File: config.mk
export PLATFORM = sky130hd
export DESIGN_NAME = piso_serializer
export DESIGN_NICKNAME = d
export VERILOG_FILES = /design/src/rtl/piso_serializer.sv
export SDC_FILE = /design/constraint.sdc
export NUM_CORES = 1
export LEC_CHECK = 0
export ABC_AREA = 1
export ABC_CLOCK_PERIOD_IN_PS = 4100
export CAP_MARGIN = 5
export CORE_AREA = 5 5 49 51
export CTS_BUF_LIST = sky130_fd_sc_hd__clkbuf_8
export CTS_CLUSTER_SIZE = 8
export DETAILED_ROUTE_END_ITERATION = 10
export DIE_AREA = 0 0 54 56
export PLACE_DENSITY = 0.64
export SLEW_MARGIN = 20
export SYNTH_ARGS = -nofsm -noshare
export SYNTH_HDL_FRONTEND = slang
export SYNTH_SLANG_ARGS = --single-unit
File: constraint.sdc
create_clock -name clk -period 4.1 [get_ports clk]
set_input_delay 0.82 -clock clk [delete_from_list [all_inputs] [get_ports clk]]
set_output_delay 0.82 -clock clk [all_outputs]
set_load 0.01 [all_outputs]
File: src/rtl/piso_serializer.sv
// piso_serializer: 2-entry FIFO feeding an LSB-first parallel-to-serial shift engine.
// Back-to-back words stream with no idle gap between the last and first bits.
module piso_serializer #(
   parameter int   WIDTH      = 4,
   parameter logic IDLE_LEVEL = 1'b0
) (
   input  logic             clk,
   input  logic             rst_n,
   input  logic [WIDTH-1:0] in_data,
   input  logic             in_valid,
   output logic             in_ready,
   output logic             sout,
   output logic             sout_valid,
   output logic             word_done,
   output logic             busy,
   output logic [1:0]       fifo_count
);
   localparam int CW = $clog2(WIDTH);
   typedef enum logic {IDLE, SHIFT} state_t;
   state_t state, state_d;
   logic [WIDTH-1:0] mem [2];
   logic [WIDTH-1:0] sh, sh_d;
   logic [CW-1:0] cnt, cnt_d;
   logic wp, rp, push, pop, last, sout_d, valid_d, done_d;

   assign in_ready = ~fifo_count[1];
   assign push     = in_valid & in_ready;
   assign last     = cnt == CW'(WIDTH-1);
   assign pop      = (fifo_count != 2'd0) && (state == IDLE || last);
   assign busy     = state == SHIFT;

   always_ff @(posedge clk or negedge rst_n)
      if (!rst_n) state <= IDLE;
      else        state <= state_d;

   always_comb
      state_d = (pop || (state == SHIFT && !last)) ? SHIFT : IDLE;

   // Next-cycle output values; a load presents bit 0 immediately.
   always_comb begin
      sh_d    = pop ? mem[rp] : sh >> 1;
      cnt_d   = pop ? '0 : cnt + CW'(1);
      sout_d  = pop ? mem[rp][0] : (state_d == SHIFT) ? sh[1] : IDLE_LEVEL;
      valid_d = state_d == SHIFT;
      done_d  = (state_d == SHIFT) && (cnt_d == CW'(WIDTH-1));
   end

   always_ff @(posedge clk or negedge rst_n)
      if (!rst_n) begin
         sh         <= '0;
         cnt        <= '0;
         sout       <= IDLE_LEVEL;
         sout_valid <= 1'b0;
         word_done  <= 1'b0;
         wp         <= 1'b0;
         rp         <= 1'b0;
         fifo_count <= 2'd0;
      end else begin
         sh         <= sh_d;
         cnt        <= cnt_d;
         sout       <= sout_d;
         sout_valid <= valid_d;
         word_done  <= done_d;
         wp         <= wp ^ push;
         rp         <= rp ^ pop;
         fifo_count <= fifo_count + {1'b0, push} - {1'b0, pop};
      end

   always_ff @(posedge clk)
      if (push) mem[wp] <= in_data;
endmodule
==> results of run 1 <==
-- critical path: cells and delay by family, from the launching register on --
kind / cells / cell delay [ns]
buf+inv: 2 / 0.64
flops: 1 / 0.40
-- cells in the final DEF (no fill, tap or decap) --
cell	netlist	routed
clkdlybuf4s50_1	0	13
nand2_1	12	12
dfrtp_1	12	12
inv_1	8	8
edfxtp_1	8	8
ha_1	4	4
inv_2	3	3
o211ai_1	3	3
nand3_1	3	3
clkbuf_8	0	3
nand2_2	2	2
nor2_1	2	2
or2_0	2	2
xor2_1	2	2
nand2_4	1	1
nand4_1	1	1
a21oi_1	1	1
or2_1	1	1
nor3_1	1	1
clkinv_1	0	1
-- path summary, 6_finish.rpt --
kind	start	endpoint	slack, ns	depth (start not counted)
setup reg to reg	cnt[0]$_DFF_PN0_	fifo_count[1]$_DFF_PN0_	2.61	9
hold / removal	sh[3]$_DFF_PN0_	sh[2]$_DFF_PN0_	0.45	2
min in group asynchronous	rst_n	sout$_DFF_PN0_	0.93	1
max in group asynchronous	rst_n	cnt[1]$_DFF_PN0_	2.81	1
hold reg to reg	sh[3]$_DFF_PN0_	sh[2]$_DFF_PN0_	0.45	2
setup / recovery	fifo_count[1]$_DFF_PN0_	in_ready	1.99	2
-- power groups by stage --
stage | combinational, mW | sequential (mW) | clock (mW)
2_1_floorplan | 0.180 | 0.326 | 0
6_report | 0.278 | 0.320 | 0.123
4_1_cts | 0.285 | 0.320 | 0.130
3_5_place_dp | 0.283 | 0.324 | 0
3_3_place_gp | 0.278 | 0.322 | 0
5_1_grt | 0.321 | 0.328 | 0.136
-- cells by family after synthesis --
logic type / count (synthesis)
AOI/OAI and AO/OA: 4
xor gates and xnor gates: 2
adders and majority gates: 4
buffers and inverters: 12
DFF: 20
and+or+nand+nor: 25
-- metal layers --
| metal | part of all wire | up-vias | track usage |
|---|---|---|---|
| met5 | 0 | - | 0 |
| met4 | 0.0059 | 0 | 0.0534 |
| met3 | 0.051 | 2 | 0.0322 |
| met2 | 0.50 | 8 | 0.142 |
| met1 | 0.45 | 220 | 0.110 |
| li1 | - | 249 | - |
-- sequential cells by signal, indices dropped and copies added, names as in the netlist --
name and count:
wp 1, cnt 2, sh 3, rp 1, word_done 1, sout 1
fifo_count 2, sout_valid 1, mem 8
-- final cells by class --
class / count / area (sq um)
Fill cell: 171 / 895
Sequential cell: 20 / 541
Multi-Input combinational cell: 35 / 216
Timing Repair Buffer: 13 / 130
Clock buffer: 3 / 41.3
Inverter: 11 / 41.3
Tap cell: 27 / 33.8
Clock inverter: 1 / 3.75
-- through the flow --
step	worst slack, ns	utilization	cell area, sq um
3_3_place_gp	2.07	0.506	962
6_report	1.99	0.530	1010
5_1_grt	1.94	0.530	1010
2_1_floorplan	2.63	-	806
3_5_place_dp	2.05	0.506	962
4_1_cts	1.97	0.530	1010
==> metrics, run 1 <==
outcome completed; max cap viols 0; Yosys warning count 0; Crit-path slowest cell clkdlybuf4s50_1; CP Max Fanout 5; Post-Syn Area ~810 sq um; postcts setup bufs 0; Finished Layout Cells 110; Synth area leader dfrtp_1; CP Capture Type output pin; Worst Setup Path Type reg -> out; Slew Limit Fails 0; diodes inserted 0; die area between 0.003 and 0.004 sq mm; Hold Buf Count CTS 0; num ports 14; vias in the first global route 457; Worst Skew ~0.00082 ns; Initial Util 0.424; most common library cells after synthesis dfrtp_1, nand2_1, edfxtp_1, inv_1, ha_1; DIE HEIGHT around 56 microns; Slew headroom 0.629; synthesized area per cell 12.0 sq um; clock power share 0.171; #FFs+latches synth 20; LEAKAGE 0.460 nW; Post-synth EDFFs 8; CTS tree done; total track usage 0.0928; drt wl/cell roughly 11 microns; H-tree levels 1; DRC violations left 0; Pint 0.475 mW; Layout area overhead 25.0%; Worst EP required around 3.3 ns; Root Driver clkbuf_8; Rows 16; Async SR Flop Fraction 0.600; Syn Inst Count 67; initial antenna violation count 0; setup_tns 0 ns; Switching Share 0.341; TritonCTS Buffers 3; post-synthesis mux area share 0; DRT Wirelength approximately 1200 microns; post-CTS sizing 0; Synth Area in Simple Gates 0.151; Startpoint Class flip-flop; final setup fails 0; Seq pwr share 0.444; area share of the largest cell type after synthesis 0.373; period utilization 0.515; RSZ-0062 raised after global routing no; power after layout between 0.7 and 0.8 mW; NetSw approximately 0.25 mW; layout cells sized above 1 0.108; DRT Pass-1 Iters 3; crit path DAT ~1.3 ns; first-pass GRT wire length ~2000 microns; initial DRC count 4; die width between 50 and 60 microns; Bufs on Longest Clock Path 2; placed cells ~110; Final Hold Vio Count 0; Synth area leaders dfrtp_1, edfxtp_1, ha_1; Vias about 480; Core Area 0.00190 sq mm; Synth Area in Adders 0.0621; GR Overflow Total 0; Yosys cell types 18; Compound-Gate Fraction of Synth Area 0.0342; PwrDens just over 700 mW/mm^2; Worst Max-Slew Pin Slew 0.555 ns; placer's final routability congestion estimate ~0.74; hold_ws about 0.45 ns; Port Buffer Count 13; post-route minimum period around 2.1 ns; via-per-instance ratio about 4.4; hold crit path type reg -> reg; NumNets Final between 90 and 100; CTS clk-pin slew, worst paths about 0.070 ns; max incr delay on CP ~0.54 ns; worst path cell trace inv_2, clkdlybuf4s50_1; Synthesized Nets about 80; Peak Freq ~470 MHz; Post-Synth XOR/XNOR Area 0.0217; largest net degree at the start of global routing 13; clock sink count 20; worst IR drop on VDD roughly 0.31 mV; top_reg_cell synth dfrtp_1; Seq/Total Area, Yosys 0.671; hpwl dp about 930 microns; clk_lat worst skew between 0.2 and 0.3 ns; Comb pwr share 0.385; main combinational cell family by area after synthesis simple AND/OR/NAND/NOR gates; DRT antenna net count 0
(Power assumes the default switching activity.)
==> run 2: changes to the inputs <==
--- a/config.mk
+++ b/config.mk
@@ -6,14 +6,14 @@
 export NUM_CORES = 1
 export LEC_CHECK = 0
 export ABC_AREA = 1
-export ABC_CLOCK_PERIOD_IN_PS = 4100
+export ABC_CLOCK_PERIOD_IN_PS = 1820
 export CAP_MARGIN = 5
 export CORE_AREA = 5 5 49 51
 export CTS_BUF_LIST = sky130_fd_sc_hd__clkbuf_8
 export CTS_CLUSTER_SIZE = 8
 export DETAILED_ROUTE_END_ITERATION = 10
 export DIE_AREA = 0 0 54 56
-export PLACE_DENSITY = 0.64
+export PLACE_DENSITY = 0.66
 export SLEW_MARGIN = 20
 export SYNTH_ARGS = -nofsm -noshare
 export SYNTH_HDL_FRONTEND = slang
==> constraint.sdc (replaced) <==
create_clock -name clk -period 1.82 [get_ports clk]
set_input_delay 0.364 -clock clk [delete_from_list [all_inputs] [get_ports clk]]
set_output_delay 0.364 -clock clk [all_outputs]
set_load 0.01 [all_outputs]
==> run 2 against run 1 <==
Compared with the run above: worst hold slack better by 0.0022 ns; register-to-register slack lost 2.3 ns; setup slack lost 1.8 ns; final cell count did not move; sequential cell count did not move; clock-buffer cell count up 1; critical path type unchanged; largest cell class unchanged; largest power group unchanged.
==> metrics, run 2 (synthesis gave the netlist of run 1 again) <==
outcome completed; setup_tns 0 ns (unchanged); vias in the first global route 503 (+10%); Worst Max-Slew Pin Slew 0.548 ns (-0.00670 ns); Worst Skew 0.000647 ns (-0.000171 ns); postcts setup bufs 0 (unchanged); GR Overflow Total 0 (unchanged); diodes inserted 0 (unchanged); Worst EP required 1.46 ns (-1.82 ns); worst path cell trace inv_2, clkdlybuf4s50_1; max reg flops 8 (unchanged); initial antenna violation count 0 (unchanged); Final Hold Vio Count 0 (unchanged); Bufs on Longest Clock Path 2 (unchanged); most frequent cells in the layout clkdlybuf4s50_1, nand2_1, dfrtp_1; worst reg-to-reg setup slack 0.34 ns (-2.27 ns); FF-to-FF path depth 9 (unchanged); Vias 489 (+2.1%); drt wl/cell 10.7 microns (-1.2%); CP Capture Type output pin; DIE HEIGHT 56 microns (unchanged); initial DRC count 1 (-3); reg2reg start cnt[0]$_DFF_PN0_; post-route minimum period about 1.7 ns; CP Max Fanout 5 (unchanged); Worst Setup Path Type reg -> out; PnR worst setup slack 0.154 ns (-1.84 ns); Port Buffer Count 13 (unchanged); # fillers 161 (-5.8%); DRT Wirelength 1180 microns (-1.2%); DRT Pass-1 Iters 3 (unchanged); Peak Freq around 600 MHz; CTS tree done; layout cells sized above 1 0.120 (+0.0120); most common cell after layout, fill and taps aside clkdlybuf4s50_1; Crit-path slowest cell clkdlybuf4s50_1; Hold Buf Count CTS 0 (unchanged); PwrDens 1650 mW/mm^2 (+130%); final setup fails 0 (unchanged); LEAKAGE 0.466 nW (+1.2%); Initial Util 0.424 (unchanged); Rows 16 (unchanged); DRT antenna net count 0 (unchanged); CTS clk-pin slew, worst paths 0.07 ns (about the same); post-CTS sizing 0 (unchanged); num ports 14 (unchanged); hold crit path type in -> async; Core Area 0.00190 sq mm (unchanged); period utilization 0.916; RSZ-0062 raised after global routing no; via-per-instance ratio 4.45 (+2.1%); crit path DAT 1.30 ns (about the same); Largest Register mem; hpwl dp 895 microns (-3.9%); Layout area overhead 26.2%; Slew Limit Fails 0 (unchanged); die area 0.00302 sq mm (unchanged); worst IR drop on VDD 0.716 mV (+130%); Root Driver clkbuf_8; max cap viols 0 (unchanged); Largest regs mem (8), sh (3); Slew headroom 0.633 (+0.00448); Place WS 0.216 ns (-1.84 ns); clock sink count 20 (unchanged); DRC violations left 0 (unchanged); clk_lat worst skew 0.26 ns (about the same); H-tree levels 1 (unchanged); TritonCTS Buffers 3 (unchanged); worst path buffer plus inverter count 2 (unchanged); largest net degree at the start of global routing 13 (unchanged); max incr delay on CP 0.54 ns (about the same); NumNets Final 95 (unchanged); Startpoint Class flip-flop; R2R Path End fifo_count[1]$_DFF_PN0_; total track usage 0.0970 (+0.00419); die width 54 microns (unchanged); CP delay by family, top buffers and inverters; first-pass GRT wire length 2000 microns (unchanged); placer's final routability congestion estimate 0.663 (-11%)
-- run 2: changes by cell type in the layout (fill, tap and decap cells not counted) --
cell	previous run	this run
clkinv_1	1	0
clkbuf_8	3	4
-- run 2: how the worst max path moves through the flow --
stage                              end  cells after the start                     from  slack, ns
2_1_floorplan  fifo_count[1]$_DFF_PN0_                      9         cnt[0]$_DFF_PN0_       0.45
3_3_place_gp       mem[0][0]$_DFFE_PP_                      4                 in_valid       0.25
3_5_place_dp       mem[1][0]$_DFFE_PP_                      4                 in_valid       0.22
4_1_cts                       in_ready                      2  fifo_count[1]$_DFF_PN0_       0.14
5_1_grt                       in_ready                      2  fifo_count[1]$_DFF_PN0_       0.10
6_report                      in_ready                      2  fifo_count[1]$_DFF_PN0_       0.15
-- run 2: metrics by stage --
step / util / hold WS (ns) / std cells / total power [mW] / cell area, sq um
finish: 0.535 / 0.456 / 110 / 1.68 / 1020
global route: 0.535 / 0.485 / 110 / 1.82 / 1020
CTS: 0.535 / 0.461 / 110 / 1.71 / 1020
detailed placement: 0.506 / 0.444 / 106 / 1.38 / 962
global placement: 0.506 / 0.435 / 106 / 1.35 / 962
floorplan: - / 0.0684 / 67 / 1.14 / 806
-- run 2: worst reg2reg max path, delay by kind of cell (launching register included) --
| kind | cells | cell delay [ns] |
|---|---|---|
| adder cells (fa/ha/maj) | 2 | 0.38 |
| buffers and inverters | 2 | 0.12 |
| AND/OR/NAND/NOR | 4 | 0.33 |
| XOR/XNOR | 1 | 0.16 |
| flip-flops | 1 | 0.40 |
-- run 2: layout make-up --
class                      instances  area, sq um  share of cell area
multi-input combinational         35          216               0.213
sequential                        20          541               0.531
inverter                          11         41.3              0.0406
clock buffer                       4         55.1              0.0541
timing repair buffer              13          130               0.128
tap                               27         33.8              0.0332
-- run 2: metal layers --
metal,global-route usage,share of wire,routed length (microns),vias up
met2,0.145,0.48,572,12
met1,0.0990,0.41,484,225
met3,0.0402,0.064,75,5
met4,0.0854,0.040,47,0
li1,-,-,-,247
met5,0,0,0,-
-- run 2: report_power, final --
group          total, mW  switching (mW)  internal, mW
logic              0.632           0.347         0.285
clock network      0.329           0.136         0.192
registers          0.718          0.0830         0.635
==> run 3: changes to the inputs <==
--- a/config.mk
+++ b/config.mk
@@ -10,6 +10,7 @@
 export CAP_MARGIN = 5
 export CORE_AREA = 5 5 49 51
 export CTS_BUF_LIST = sky130_fd_sc_hd__clkbuf_8
+export CTS_CLUSTER_DIAMETER = 60
 export CTS_CLUSTER_SIZE = 8
 export DETAILED_ROUTE_END_ITERATION = 10
 export DIE_AREA = 0 0 54 56
==> constraint.sdc (replaced) <==
create_clock -name clk -period 1.82 [get_ports clk]
set_input_delay 0.546 -clock clk [delete_from_list [all_inputs] [get_ports clk]]
set_output_delay 0.546 -clock clk [all_outputs]
set_load 0.01 [all_outputs]
==> run 3 against run 2 <==
Compared with the run above: sequential share of layout area decreased by 1.3 points; largest power group unchanged; die area unchanged; critical path depth down 1; fmax fell by 4.6%; worst hold slack hardly changed; utilization grew 1.3 points; wire length increased by 1.1%; setup slack worse by 0.081 ns; combinational power is 1% lower; design area up 2.5%.
==> metrics, run 3 (synthesis gave the netlist of run 1 again) <==
Bufs on Longest Clock Path 2 (unchanged); Largest regs mem (8), sh (3); postcts setup bufs 0 (unchanged); CP Capture Type output pin; layout cells sized above 1 0.131 (+0.0105); first-pass GRT wire length 2060 microns (+2.7%); drt wl/cell 10.7 microns (+0.19%); Slew Limit Fails 0 (unchanged); Initial Util 0.424 (unchanged); FF-to-FF path depth 9 (unchanged); max cap viols 0 (unchanged); clock sink count 20 (unchanged); DRT Pass-1 Iters 5 (+2); NumNets Final 96 (+1.1%); CTS clk-pin slew, worst paths 0.07 ns (about the same); Vias 493 (+0.82%); H-tree levels 1 (unchanged); TritonCTS Buffers 3 (unchanged); final instance area 0.00104 sq mm (+2.5%); Startpoint Class flip-flop; DRT Wirelength 1190 microns (+1.1%); CTS tree done; hold crit path type reg -> reg; worst path cell trace clkdlybuf4s50_1; Port Buffer Count 13 (unchanged); initial DRC count 5 (+4); power after layout 1.77 mW (+5.7%); crit path DAT 1.20 ns (-0.10 ns); RSZ-0062 raised after global routing no; CP Max Fanout 4 (-1); worst IR drop on VDD 0.810 mV (+13%); period utilization 0.960 (+0.0443); Worst Skew 0.00232 ns (+0.00168 ns); clk_lat worst skew 0.25 ns (about the same); largest net degree at the start of global routing 13 (unchanged); final setup fails 0 (unchanged); outcome completed; die area 0.00302 sq mm (unchanged); Core Area 0.00190 sq mm (unchanged); placer's final routability congestion estimate 0.663 (about the same); total track usage 0.0927 (-0.00434); DRC violations left 0 (unchanged); max reg flops 8 (unchanged); hpwl dp 898 microns (+0.39%); Crit path depth 1 (-1); worst path buffer plus inverter count 1 (-1); Slew headroom 0.872 (+0.238); DIE HEIGHT 56 microns (unchanged); most frequent cells in the layout nand2_1, dfrtp_1, clkdlybuf4s50_1; PwrDens 1700 mW/mm^2 (+3.2%); Placed Area 970 sq um (+0.78%); post-route minimum period 1.75 ns (+0.0806 ns); Worst Max-Slew Pin Slew 0.193 ns (-0.356 ns); Final Hold Vio Count 0 (unchanged); Worst EP required 1.27 ns (-0.19 ns); hold depth 2; max incr delay on CP 0.56 ns (+0.02 ns); die width 54 microns (unchanged); Largest Register mem; Layout area overhead 29.3%; Crit-path slowest cell clkdlybuf4s50_1; setup_tns 0 ns (unchanged); Rows 16 (unchanged); LEAKAGE 0.479 nW (+2.8%); num ports 14 (unchanged); Worst Setup Path Type reg -> out; GR Overflow Total 0 (unchanged); DRT antenna net count 0 (unchanged); initial antenna violation count 0 (unchanged); CP delay by family, top buffers and inverters; Root Driver clkbuf_8; vias in the first global route 507 (+0.80%); diodes inserted 0 (unchanged); Peak Freq 572 MHz (-4.6%); via-per-instance ratio 4.44 (about the same)
run 3: worst reg2reg max path: cells and delay by family, from the launching register on:
family / cells / cell delay [ns]
xor+xnor: 1 / 0.16
fa+ha+maj: 2 / 0.38
buf+inv: 2 / 0.12
flops: 1 / 0.40
simple gates: 4 / 0.32
run 3: final cells by class:
class | count | area [sq um]
tap | 27 | 33.8
fill | 165 | 860
multi-input combinational | 35 | 216
sequential | 20 | 541
clock buffer | 3 | 41.3
clock inverter | 1 | 30.0
inverter | 11 | 41.3
timing repair buffer | 14 | 139
run 3: repair_timing:
action,4_1_cts,5_1_grt
resized for setup,1,1
hold buffers,0,0
pin swaps,0,0
endpoints found under the setup margin,1,1
run 3: power by group:
group / internal, mW / total (mW) / switching, mW
clock network: 0.293 / 0.429 / 0.136
registers: 0.635 / 0.720 / 0.0844
logic: 0.277 / 0.625 / 0.348
run 3: path summary, 6_finish.rpt:
check	slack [ns]	from	end
max	0.07	sout_valid$_DFF_PN0_	sout_valid
min	0.46	sh[2]$_DFF_PN0_	sh[1]$_DFF_PN0_
max reg2reg	0.34	cnt[0]$_DFF_PN0_	fifo_count[1]$_DFF_PN0_
min reg2reg	0.46	sh[2]$_DFF_PN0_	sh[1]$_DFF_PN0_
max in group asynchronous	1.08	rst_n	fifo_count[0]$_DFF_PN0_
min in group asynchronous	0.59	rst_n	sh[1]$_DFF_PN0_
run 3: layer usage:
metal | up-vias | global-route usage | routed length [microns]
met4 | 0 | 0.0427 | 7
li1 | 249 | - | -
met5 | - | 0 | 0
met2 | 16 | 0.151 | 595
met1 | 226 | 0.106 | 519
met3 | 2 | 0.0322 | 71
run 3: per-stage QoR:
stage          hold slack [ns]   util  setup WS, ns  std cells
2_1_floorplan            0.250      -         0.448         67
3_3_place_gp             0.434  0.510        0.0663        107
3_5_place_dp             0.443  0.510        0.0333        107
4_1_cts                  0.462  0.547        0.0484        111
5_1_grt                  0.486  0.548        0.0144        111
6_report                 0.456  0.548        0.0729        111
==> RTL change 1 (flow settings as in run 3) <==
`IDLE_LEVEL`: 1'b0 -> 1'b1.
--- a/src/rtl/piso_serializer.sv
+++ b/src/rtl/piso_serializer.sv
@@ -4,3 +4,3 @@
    parameter int   WIDTH      = 4,
-   parameter logic IDLE_LEVEL = 1'b0
+   parameter logic IDLE_LEVEL = 1'b1
 ) (
Formal check against the unedited RTL: not equivalent (Yosys sat finds a counterexample within 4 cycles, from zero or initial values and one cycle with rst_n low).
==> RTL change 1 against run 3 <==
  * Largest power group unchanged
  * Register-to-register slack about the same
  * Largest cell class unchanged
  * Area after synthesis is 0.47% lower
  * Critical path type unchanged
  * Total power decreased by 5.1%
  * Core utilization down 1.6 points
  * Non-clock buffer count down 1
  * Critical path depth did not move
  * Final area shrank 3.0%
  * Setup slack got worse by 0.0050 ns
  * Die area unchanged
  * Routed wire length down 2.3%
  * Sequential cell count unchanged
==> RTL change 1: results (changes against run 3) <==
| Metric | Value |
|---|---|
| Dpl ws | 0.0587 ns (was 0.0333 ns) |
| Via density | 4.36 (was 4.44) |
| Crit path from | fifo_count[0] (was sout_valid) |
| Area after DPL | 958 µm² (was 970 µm²) |
| Post-synth design cell area | 802 µm² (was 806 µm²) |
| Met2 WL post-DR | 547 µm (was 595 µm) |
| Routed WL per cell | 10.6 µm (was 10.7 µm) |
| Hold_ws | 0.458 ns (was 0.456 ns) |
| Routed wl met3 | 48 µm (was 71 µm) |
| First-pass GRT wire length | 2030 µm (was 2060 µm) |
| M1 GR Usage | 12.5% (was 10.6%) |
| Fill cells | 172 (was 165) |
| Repair and plain buffers | 13 (was 14) |
| Placed wire-length estimate | 902 µm (was 898 µm) |
| Netlist cell types | 19 (was 18) |
| Multi-input combinational area share | 20.9% (was 20.8%) |
| Final non-filler cell total | 110 (was 111) |
| Relative slew slack | 64.2% (was 87.2%) |
| Met1 wire length | 571 µm (was 519 µm) |
| Synth area leaders | dfrtp_1, edfxtp_1, ha_1 (unchanged) |
| WHS Endpoint | sh[2] (was sh[1]) |
| Starting DRT DRC Count | 4 (was 5) |
| Top Metal Used | met3 (was met4) |
| Fmax | 571 MHz (was 572 MHz) |
| Synth cell count leaders | nand2_1, dfrtp_1, edfxtp_1, inv_1, ha_1 (was dfrtp_1, nand2_1, edfxtp_1, inv_1, ha_1) |
| Status | completed (unchanged) |
| Clk pwr share | 19.6% (was 24.2%) |
| Area of the multi-input gates | 211 µm² (was 216 µm²) |
| DRT Pass-1 Iters | 3 (was 5) |
==> RTL change 1: cell count changes after synthesis <==
cell,run 3,this run
nand2_1,12,13
dfstp_2,0,1
a31oi_1,0,1
dfrtp_1,12,11
or2_1,1,0
nor2_1,2,3
o211ai_1,3,2
nand3_1,3,2
==> RTL change 1: cells by family (layout without fill, tap and decap cells) <==
kind of cell,after synthesis,count (layout),synth area share [%]
DFF,20,20,67.6
adders and majority gates,4,4,6.24
xor gates and xnor gates,2,2,2.18
and+or+nand+nor,25,25,14.7
buffers and inverters,12,28,6.08
AOI/OAI and AO/OA,4,4,3.28
==> RTL change 1: worst register-to-register path: stages (launching register included) <==
cell     delay (ns)
dfrtp_1        0.41
ha_1           0.21
inv_1          0.06
nand2_2        0.09
nand2_4        0.14
xor2_1         0.16
ha_1           0.18
inv_1          0.04
nand2_1        0.06
nand2_1        0.05
==> RTL change 1: repair_timing <==
item,CTS,global route
endpoints found under the setup margin,2,0
resized for setup,2,0
hold endpoints to repair,0,0
==> RTL change 2 (settings of run 3) <==
Made on the original files. Reset style: synchronous (`rst_n`), changed in 2 clocked blocks.
--- a/src/rtl/piso_serializer.sv
+++ b/src/rtl/piso_serializer.sv
@@ -31,3 +31,3 @@
 
-   always_ff @(posedge clk or negedge rst_n)
+   always_ff @(posedge clk)
       if (!rst_n) state <= IDLE;
@@ -47,3 +47,3 @@
 
-   always_ff @(posedge clk or negedge rst_n)
+   always_ff @(posedge clk)
       if (!rst_n) begin
Check against the original RTL: differs if rst_n is asserted again (counterexample within 4 cycles, from zero or initial values and one cycle with rst_n low); with rst_n held inactive, the same outputs for 10 cycles.
==> RTL change 2 against run 3 <==
  * Setup slack lost 0.036 ns
  * Clock power decreased by 28%
  * Total power is 9.5% lower
  * Sequential share of layout area shrank 3.5 points
  * Core utilization decreased by 0.20 points
  * Combinational power down 7.0%
  * Final area down 0.36%
  * Routed wire length grew 0.92%
  * Sequential cell count is 1 higher
  * Area after synthesis up 3.6%
  * Synthesized cell count is 7.5% higher
  * Fmax fell by 2.0%
  * Largest power group unchanged
==> RTL change 2: results (changes against run 3) <==
| Metric | Value |
|---|---|
| Routed wl met3 | 72 µm (was 71 µm) |
| Total global routing track utilization | 9.42% (was 9.27%) |
| Mean post-synth cell area | 11.6 µm² (was 12.0 µm²) |
| First-pass GRT wire length | 2040 µm (was 2060 µm) |
| Met1 wire length | 569 µm (was 519 µm) |
| Leak Pwr | 0.000406 µW (was 0.000479 µW) |
| Via density | 4.44 (about the same) |
| Top FF cell, synth | dfxtp_1 (was dfrtp_1) |
| Fill cells | 178 (was 165) |
| Synth area leaders | dfxtp_1, edfxtp_1, ha_1 (was dfrtp_1, edfxtp_1, ha_1) |
| RR Startpoint | cnt[0] (unchanged) |
| Syn nets | 83 (was 78) |
| H-tree depth | 1 (unchanged) |
| Largest net degree at the start of global routing | 14 (was 13) |
| Gpl congestion | 0.696 (was 0.663) |
| HP Start | cnt[0] (was sh[2]) |
| Nets@finish | 99 (was 96) |
| Relative slew slack | 75.6% (was 87.2%) |
| Cell count of the worst hold path | 1 (was 2) |
| Synth cell count leaders | dfxtp_1, edfxtp_1, inv_1, nor2_1, nand2_1 (was dfrtp_1, nand2_1, edfxtp_1, inv_1, ha_1) |
| Starting DRT DRC Count | 5 (unchanged) |
| Sequential area share after synthesis | 60.0% (was 67.1%) |
| FFs w/ async S/R, synth | 0% (was 60.0%) |
| Largest regs | mem (8), sh (3) (unchanged) |
| Reg2reg setup slack | 0.29 ns (was 0.34 ns) |
| Setup Skew | 0.00260 ns (was 0.00232 ns) |
| DRT Pass-1 Iters | 2 (was 5) |
| Placed wire-length estimate | 920 µm (was 898 µm) |
| WP data arrival | 1.24 ns (was 1.20 ns) |
| Vias in the first global route | 502 (was 507) |
| CP Max Fanout | 4 (unchanged) |
| Share of layout cells above drive strength 1 | 18.4% (was 13.1%) |
| WHS Endpoint | cnt[0] (was sh[1]) |
| CP max stage delay | 0.57 ns |
| Slowest-stage cell, CP | clkdlybuf4s50_1 (unchanged) |
| Netlist cell types | 23 (was 18) |
| Met2 WL post-DR | 541 µm (was 595 µm) |
| Routed WL per cell | 10.6 µm (was 10.7 µm) |
| Crit-path leading delay family | buffers and inverters (unchanged) |
| Status | completed (unchanged) |
| Dpl ws | -0.126 ns (was 0.0333 ns) |
| Final non-filler cell total | 114 (was 111) |
| Worst IR Drop VDD | 0.749 mV (was 0.810 mV) |
| Crit Reg-Reg Endpoint | fifo_count[1] (unchanged) |
## RTL change 2: changes by cell type after synthesis, moves of 3 or more
cell,before,now
nand2_1,12,5
dfxtp_1,0,13
dfrtp_1,12,0
nor2_1,2,8
o211ai_1,3,0
mux2i_1,0,3
## RTL change 2: how the worst max path moves through the flow
stage | to | depth (start not counted) | start | slack [ns]
floorplan | fifo_count[1] | 10 | cnt[0] | 0.44
global placement | fifo_count[1] | 8 | in_valid | -0.12
detailed placement | fifo_count[1] | 8 | in_valid | -0.13
CTS | in_ready | 2 | fifo_count[1] | 0.001
global route | fifo_count[0] | 1 | fifo_count[0] | 0.0009
finish | fifo_count[0] | 1 | fifo_count[0] | 0.04
## RTL change 2: per-stage QoR
stage	TNS (ns)	hold slack (ns)	area (µm²)	total power, µW	utilization (%)
finish	0	0.460	1040	1610	54.6
global route	0	0.489	1040	1730	54.6
CTS	0	0.464	1030	1630	54.4
detailed placement	-0.826	0.446	986	1320	51.8
global placement	-0.653	0.440	986	1310	51.8
floorplan	0	0.428	835	1130	-
## RTL change 2: timing repair
| item | in CTS | in global routing |
|---|---|---|
| resized for setup | 0 | 2 |
| setup buffers | 0 | 0 |
| setup endpoints to repair | 0 | 2 |
## RTL change 2: cell families (layout without fill, tap and decap cells)
kind of cell	count (synthesis)	after routing	share of synthesized area (%)
and+or+nand+nor	25	25	17.7
DFF	21	21	60.0
buffers and inverters	12	27	6.00
AOI/OAI and AO/OA	6	6	5.70
adders and majority gates	4	4	6.00
muxes	3	3	3.60
xor gates and xnor gates	1	1	1.05
## RTL change 2: final cells by class
class,instances,share of cell area [%]
clock inverter,1,0.723
timing repair buffer,13,12.8
clock buffer,3,3.98
sequential,21,48.3
inverter,10,3.61
multi-input combinational,39,27.3
tap,27,3.25
## RTL change 2: metal layers
| layer | vias up | track usage [%] |
|---|---|---|
| met5 | - | 0 |
| met4 | 0 | 6.41 |
| met3 | 4 | 3.22 |
| met2 | 11 | 13.8 |
| met1 | 224 | 11.2 |
| li1 | 267 | - |
## RTL change 2: worst reg2reg max path: cells and delay by family, from the launching register on
family / cells / cell delay (ns)
buffers and inverters: 2 / 0.10
xor gates and xnor gates: 1 / 0.15
DFF: 1 / 0.37
and+or+nand+nor: 3 / 0.32
adders and majority gates: 2 / 0.33
AOI/OAI and AO/OA: 1 / 0.15
## RTL change 2: power breakdown
part	leakage (µW)	total, µW	internal (µW)	switching (µW)
Clock	0.0000217	307	154	152
Combinational	0.000202	581	267	315
Sequential	0.000182	718	634	83.7
